### src/rtl/sum_feeder_pkg.sv
// Shared types and constants for the sum_feeder sample sequencer and its buffer.
package sum_feeder_pkg;

  localparam int DEPTH_DEF   = 16;
  localparam int TIMEOUT_DEF = 255;
  localparam int SAMPLE_W    = 8;
  localparam int SUM_W       = 16;
  localparam int CNT_W       = 8;

  typedef enum logic [2:0] {
    IDLE,
    CLEAR,
    START,
    STREAM,
    WAIT,
    REPORT
  } state_e;

endpackage

### src/rtl/sample_buf.sv
// Sample storage: synchronous write at a caller-supplied pointer, combinational read.
module sample_buf
  import sum_feeder_pkg::*;
#(
  parameter int DEPTH = DEPTH_DEF,
  parameter int AW    = (DEPTH > 1) ? $clog2(DEPTH) : 1
) (
  input  logic                clk_i,
  input  logic                we_i,
  input  logic [AW-1:0]       waddr_i,
  input  logic [SAMPLE_W-1:0] wdata_i,
  input  logic [AW-1:0]       raddr_i,
  output logic [SAMPLE_W-1:0] rdata_o
);

  logic [SAMPLE_W-1:0] mem_q [DEPTH];

  // NOTE: storage has no reset; entries are only read below the sample count, so stale data is never observed.
  always_ff @(posedge clk_i) begin
    if (we_i) mem_q[waddr_i] <= wdata_i;
  end

  assign rdata_o = mem_q[raddr_i];

endmodule

### src/rtl/sum_feeder.sv
// Buffers samples, then replays them into an external accumulator and captures its sum.
module sum_feeder
  import sum_feeder_pkg::*;
#(
  parameter int DEPTH   = DEPTH_DEF,
  parameter int TIMEOUT = TIMEOUT_DEF
) (
  input  logic                clk_i,
  input  logic                rst_i,
  input  logic                wr_en_i,
  input  logic [SAMPLE_W-1:0] wr_data_i,
  input  logic                flush_i,
  input  logic                go_i,
  output logic                busy_o,
  output logic [4:0]          count_o,
  output logic                acc_rst_no,
  output logic                start_o,
  output logic [7:0]          n_o,
  output logic [SAMPLE_W-1:0] data_o,
  input  logic                done_i,
  input  logic [SUM_W-1:0]    sum_i,
  output logic [SUM_W-1:0]    result_o,
  output logic                valid_o,
  output logic                err_o,
  output logic                ovf_o
);

  localparam int AW = (DEPTH > 1) ? $clog2(DEPTH) : 1;
  localparam int TW = (TIMEOUT > 1) ? $clog2(TIMEOUT + 1) : 1;
  localparam logic [CNT_W-1:0] DEPTH_C  = CNT_W'(DEPTH);
  localparam logic [TW-1:0]    TMO_LAST = TW'(TIMEOUT - 1);

  state_e             state_q, state_d;
  logic [CNT_W-1:0]   count_q, count_d;
  logic [CNT_W-1:0]   n_q, n_d;
  logic [CNT_W-1:0]   idx_q, idx_d;
  logic [TW-1:0]      tmo_q, tmo_d;
  logic [SUM_W-1:0]   result_q, result_d;
  logic               err_q, err_d;
  logic               ovf_q, ovf_d;
  logic               acc_rst_n_q, acc_rst_n_d;
  logic               buf_we;
  logic [SAMPLE_W-1:0] buf_rdata;

  sample_buf #(
    .DEPTH (DEPTH),
    .AW    (AW)
  ) u_buf (
    .clk_i   (clk_i),
    .we_i    (buf_we),
    .waddr_i (count_q[AW-1:0]),
    .wdata_i (wr_data_i),
    .raddr_i (idx_q[AW-1:0]),
    .rdata_o (buf_rdata)
  );

  // NOTE: every signal gets its hold value first so no path through the case leaves one unassigned (no latches).
  always_comb begin
    state_d  = state_q;
    count_d  = count_q;
    n_d      = n_q;
    idx_d    = idx_q;
    tmo_d    = tmo_q;
    result_d = result_q;
    err_d    = err_q;
    ovf_d    = ovf_q;
    buf_we   = 1'b0;

    unique case (state_q)
      IDLE: begin
        if (flush_i) begin
          count_d = '0;
          ovf_d   = 1'b0;
          err_d   = 1'b0;
        end else begin
          if (wr_en_i) begin
            if (count_q < DEPTH_C) begin
              buf_we  = 1'b1;
              count_d = count_q + 1'b1;
            end else begin
              ovf_d = 1'b1;
            end
          end
          if (go_i) begin
            if (count_q == '0) begin
              err_d = 1'b1;
            end else begin
              state_d = CLEAR;
              n_d     = count_q;
            end
          end
        end
      end
      CLEAR: begin
        state_d = START;
        idx_d   = '0;
      end
      START: begin
        idx_d   = 8'd1;
        tmo_d   = '0;
        state_d = (n_q == 8'd1) ? WAIT : STREAM;
      end
      STREAM: begin
        if (idx_q == n_q - 8'd1) state_d = WAIT;
        else                     idx_d   = idx_q + 8'd1;
      end
      WAIT: begin
        if (done_i) begin
          result_d = sum_i;
          state_d  = REPORT;
        end else if (tmo_q == TMO_LAST) begin
          // Give up: result_o keeps the previous capture and no valid pulse is issued.
          err_d   = 1'b1;
          state_d = IDLE;
        end else begin
          tmo_d = tmo_q + 1'b1;
        end
      end
      REPORT:  state_d = IDLE;
      default: state_d = IDLE;
    endcase

    // Registered from next state so the clear is low exactly during CLEAR and held low in reset.
    acc_rst_n_d = (state_d != CLEAR);
  end

  // NOTE: state registers use non-blocking assignments so all flops update together on the edge.
  always_ff @(posedge clk_i or posedge rst_i) begin
    if (rst_i) begin
      state_q     <= IDLE;
      count_q     <= '0;
      n_q         <= '0;
      idx_q       <= '0;
      tmo_q       <= '0;
      result_q    <= '0;
      err_q       <= 1'b0;
      ovf_q       <= 1'b0;
      acc_rst_n_q <= 1'b0;
    end else begin
      state_q     <= state_d;
      count_q     <= count_d;
      n_q         <= n_d;
      idx_q       <= idx_d;
      tmo_q       <= tmo_d;
      result_q    <= result_d;
      err_q       <= err_d;
      ovf_q       <= ovf_d;
      acc_rst_n_q <= acc_rst_n_d;
    end
  end

  assign busy_o     = (state_q != IDLE);
  assign count_o    = count_q[4:0];
  assign acc_rst_no = acc_rst_n_q;
  assign start_o    = (state_q == START);
  assign n_o        = n_q;
  assign data_o     = (state_q == START || state_q == STREAM) ? buf_rdata : '0;
  assign result_o   = result_q;
  assign valid_o    = (state_q == REPORT);
  assign err_o      = err_q;
  assign ovf_o      = ovf_q;

endmodule

### config.mk
export PLATFORM = sky130hd
export DESIGN_NAME = sum_feeder
export DESIGN_NICKNAME = d
export VERILOG_FILES = /design/src/rtl/sum_feeder_pkg.sv /design/src/rtl/sample_buf.sv /design/src/rtl/sum_feeder.sv
export SDC_FILE = /design/constraint.sdc
export NUM_CORES = 1
export LEC_CHECK = 0
export BUFFER_PORTS_ARGS = -buffer_cell sky130_fd_sc_hd__buf_2
export CORE_MARGIN = 5
export CORE_UTILIZATION = 30
export CTS_CLUSTER_DIAMETER = 60
export DETAILED_ROUTE_END_ITERATION = 16
export PLACE_DENSITY = 0.5
export SYNTH_ARGS = -nofsm -noshare
export SYNTH_HDL_FRONTEND = slang
export SYNTH_SLANG_ARGS = --single-unit
### constraint.sdc
create_clock -name clk_i -period 2.6 [get_ports clk_i]
set_clock_uncertainty 0.15 [all_clocks]
set_input_delay 0.26 -clock clk_i [delete_from_list [all_inputs] [get_ports clk_i]]
set_output_delay 0.26 -clock clk_i [all_outputs]
set_load 0.05 [all_outputs]
==> summary.txt <==
Run status
  – Run status: complete, but fails checks
  – Failing checks: setup timing

Setup path
  – Worst Path Buf+Inv: 3
  – CP Cell Sequence: buf_12, clkbuf_16, mux4_2, mux4_2, nor2b_4, buf_6
  – Crit-path slowest cell: mux4_2
  – Crit path kind: register to output port
  – Worst Reg-to-Reg Cells: 6
  – Worst r2r src: n_o[2]$_DFFE_PP0P_
  – Most frequent cell on the critical path: mux4_2
  – Critical Path End Type: output port
  – R2r endpoint: idx_q[0]$_DFFE_PP0P_
  – R2R setup slack: around 0.18 ns
  – Largest stage delay, worst path: about 0.52 ns
  – Worst Path Required: between 2 and 2.5 ns
  – CP startpoint kind: register
  – Crit path max fanout: 8
  – Worst EP arrival: between 2 and 2.5 ns
  – Cell family with most CP delay: multiplexers

CTS
  – Clock Pin Slew Worst Setup and Hold Paths: around 0.070 ns
  – CTS max path bufs: 2
  – Clock latency on the worst-skew pair: between 0.4 and 0.5 ns
  – H-tree levels: 4
  – Total CTS buffers: 17
  – TritonCTS clock tree: yes
  – Clk root buf: clkbuf_16
  – Clock Sink Count: about 180

Global route
  – Initial antenna violation count: 1
  – Vias in the first global route: about 4.8k
  – First-pass GRT wire length: between 20,000 and 30,000 um
  – Global route overflow: 0
  – Gr usage total: between 10 and 15%
  – Pin count of the biggest net entering global routing: 38

Pwr
  – Maximum vdd drop: around 0.00057 V
  – Pwr Density: between 1000 and 1500 mW/mm^2
  – Switching Share: between 30% and 40%
  – Internal Pwr Total: between 6000 and 7000 uW
  – Leakage: around 0.0036 uW
  – Total power draw: between 9000 and 10,000 uW
  – Comb power frac: 38.8%
  – Clock power frac: between 20 and 30%
  – Flop pwr share: between 30% and 40%
  – Sw power: between 3000 and 4000 uW

Synthesis
  – Asr flop ratio synth: between 20% and 30%
  – Avg Inst Size Synth: around 17 sq um
  – Post-synthesis instance area: about 0.0077 sq mm
  – Commonest cells post-synth: edfxtp_1, dfrtp_1, mux4_2
  – Leading area contributor after synthesis: edfxtp_1
  – Ranking of synthesized cells by area: edfxtp_1, dfrtp_1, mux4_2, mux2_2, ha_1
  – Sequential element share of the synthesized area: 67.74%
  – Yosys warns: 0
  – FF+latch count, synth: 182
  – Post-Syn Nets: 500
  – Number of synthesized flops with an enable pin: roughly 130
  – Top-count cell post-synth: edfxtp_1
  – Library cells used by synthesis: approximately 50
  – Top FF cell, synth: edfxtp_1
  – Mapped Cells: ~460
  – Synth top area share: between 50% and 60%

Floorplan
  – I/O Pins: 73
  – DIE AREA: 0.02886 sq mm
  – Chip height: between 150 and 200 um
  – Initial core utilization: a little under a third
  – Row count: between 50 and 60
  – Core Area: around 0.025 sq mm
  – Die W: roughly 170 um

Min path
  – Worst hold stages: 1
  – Hold Path Class: input pin to register
  – Worst hold endpoint: u_buf.mem_q[14][6]$_DFFE_PP_
  – Hold path startpoint: wr_data_i[6]

STA
  – Final WS setup: -0.2055 ns
  – RSZ-0062 raised after global routing: yes
  – Final Hold Viols: 0
  – Final hold slack: between 0.05 and 0.06 ns
  – Shortest period the worst path allows: approximately 2.8 ns
  – Max Freq: between 0.3 and 0.4 GHz
  – Worst Tran Pin Value: approximately 0.53 ns
  – Slew Viols, Final: 0
  – Fin crit share: 107.9%
  – Slew Limit Headroom: 64.76%
  – Final setup viols: 8

Routing
  – Drt total wl: 18,140 um
  – Wirelength per Cell: around 19 um
  – Routed Antenna Nets: 0
  – First DRT Iteration DRCs: 299
  – Vias/cell: 4.857
  – DRC Markers: 0
  – Via count: around 4.5k
  – Pre-antenna DRT Iters: 4

Placed design
  – Port Buffers: 72
  – Post-DP HPWL: approximately 12,000 um
  – Final GP Congestion: 0.7721

Cells and area
  – Inserted Diodes: 0
  – Net count, final: 630
  – Layout cell share with drive strength beyond 1: about two fifths
  – Area growth syn-to-layout: 25.97%

Run
  – Max cap viols: 0
[metrics by stage]
step	area [sq um]	utilization (%)	setup WS [ns]	cells	setup TNS, ns
3_3_place_gp	8700	34.55	0.1771	881	0
6_report	9661	38.36	-0.2055	934	-1.502
5_1_grt	9661	38.36	-0.2959	934	-2.146
3_5_place_dp	8700	34.55	0.1737	881	0
4_1_cts	9525	37.83	-0.2617	931	-1.920
2_1_floorplan	7681	-	-0.1545	461	-2.472
[metal layers]
| layer | global-route usage (%) | up-vias | wire [um] |
|---|---|---|---|
| met3 | 3.368 | 14 | 952 |
| met5 | 0 | - | 20 |
| met2 | 21.84 | 105 | 9013 |
| met1 | 16.25 | 2379 | 7980 |
| li1 | - | 2036 | - |
| met4 | 2.730 | 2 | 174 |
[cells by family after synthesis]
family                     Yosys count  share of synthesized area [%]
AOI/OAI and AO/OA                   41                          3.280
xor gates and xnor gates            16                          2.007
muxes                               66                          15.55
and+or+nand+nor                    111                          7.848
DFF                                182                          67.74
adders and majority gates            9                          1.468
buffers and inverters               36                          2.105
[worst max-delay path by stage]
stage                             endpoint                  from  slack [ns]  cells past startpoint
5_1_grt                          data_o[1]  idx_q[0]$_DFFE_PP0P_       -0.30                      6
3_5_place_dp                     data_o[7]  idx_q[0]$_DFFE_PP0P_        0.17                      5
2_1_floorplan  u_buf.mem_q[1][0]$_DFFE_PP_  state_q[1]$_DFF_PP0_       -0.15                      6
6_report                         data_o[1]  idx_q[0]$_DFFE_PP0P_       -0.21                      6
3_3_place_gp                     data_o[7]  idx_q[0]$_DFFE_PP0P_        0.18                      5
4_1_cts                          data_o[7]  idx_q[0]$_DFFE_PP0P_       -0.26                      5
[sequential cells by signal, indices dropped and copies added, names as in the netlist, 3 cells and up]
register     cells
u_buf.mem_q    128
state_q          3
idx_q            8
n_o              8
count_q          8
result_o        16
tmo_q            8
[area by class of cell]
cell class	instances	area, sq um
clock buffers	17	425.4
clock inverters	15	170.2
fillers	2313	15520
inverters	11	41.29
multi-input cells	243	2392
flip-flops and latches	182	5197
well taps	330	412.9
repair buffers	136	1021
[power by group through the flow]
stage	sequential, uW	clock, uW	combinational (uW)
6_report	3480	2540	3820
5_1_grt	3510	2740	4100
4_1_cts	3490	2620	3620
3_5_place_dp	3550	0	3480
3_3_place_gp	3540	0	3440
2_1_floorplan	4020	0	2020
[placed cells by master (no fill, tap or decap), types with 8 or more instances in the layout]
cell / synthesis / routed
nand3_1: 8 / 8
inv_1: 11 / 10
dlygate4sd3_1: 0 / 18
buf_2: 5 / 64
ha_1: 9 / 9
mux2_2: 25 / 25
a21oi_1: 15 / 15
nor2b_4: 0 / 8
xnor2_1: 12 / 12
buf_6: 0 / 8
nand2_1: 21 / 21
o21ai_0: 11 / 11
nor2_1: 27 / 27
clkbuf_16: 0 / 19
mux4_2: 40 / 40
edfxtp_1: 128 / 128
dfrtp_1: 54 / 52
buf_4: 5 / 40
[timing repair]
| action | CTS | global route |
|---|---|---|
| resized for setup | 16 | 17 |
| hold buffers | 18 | 0 |
| pin swaps | 0 | 0 |
| gates cloned | 0 | 2 |
| setup endpoints to repair | 8 | 10 |
| hold endpoints to repair | 33 | 0 |
| buffers inserted | 0 | 1 |
Note: power is estimated with default switching activity, not from simulation.
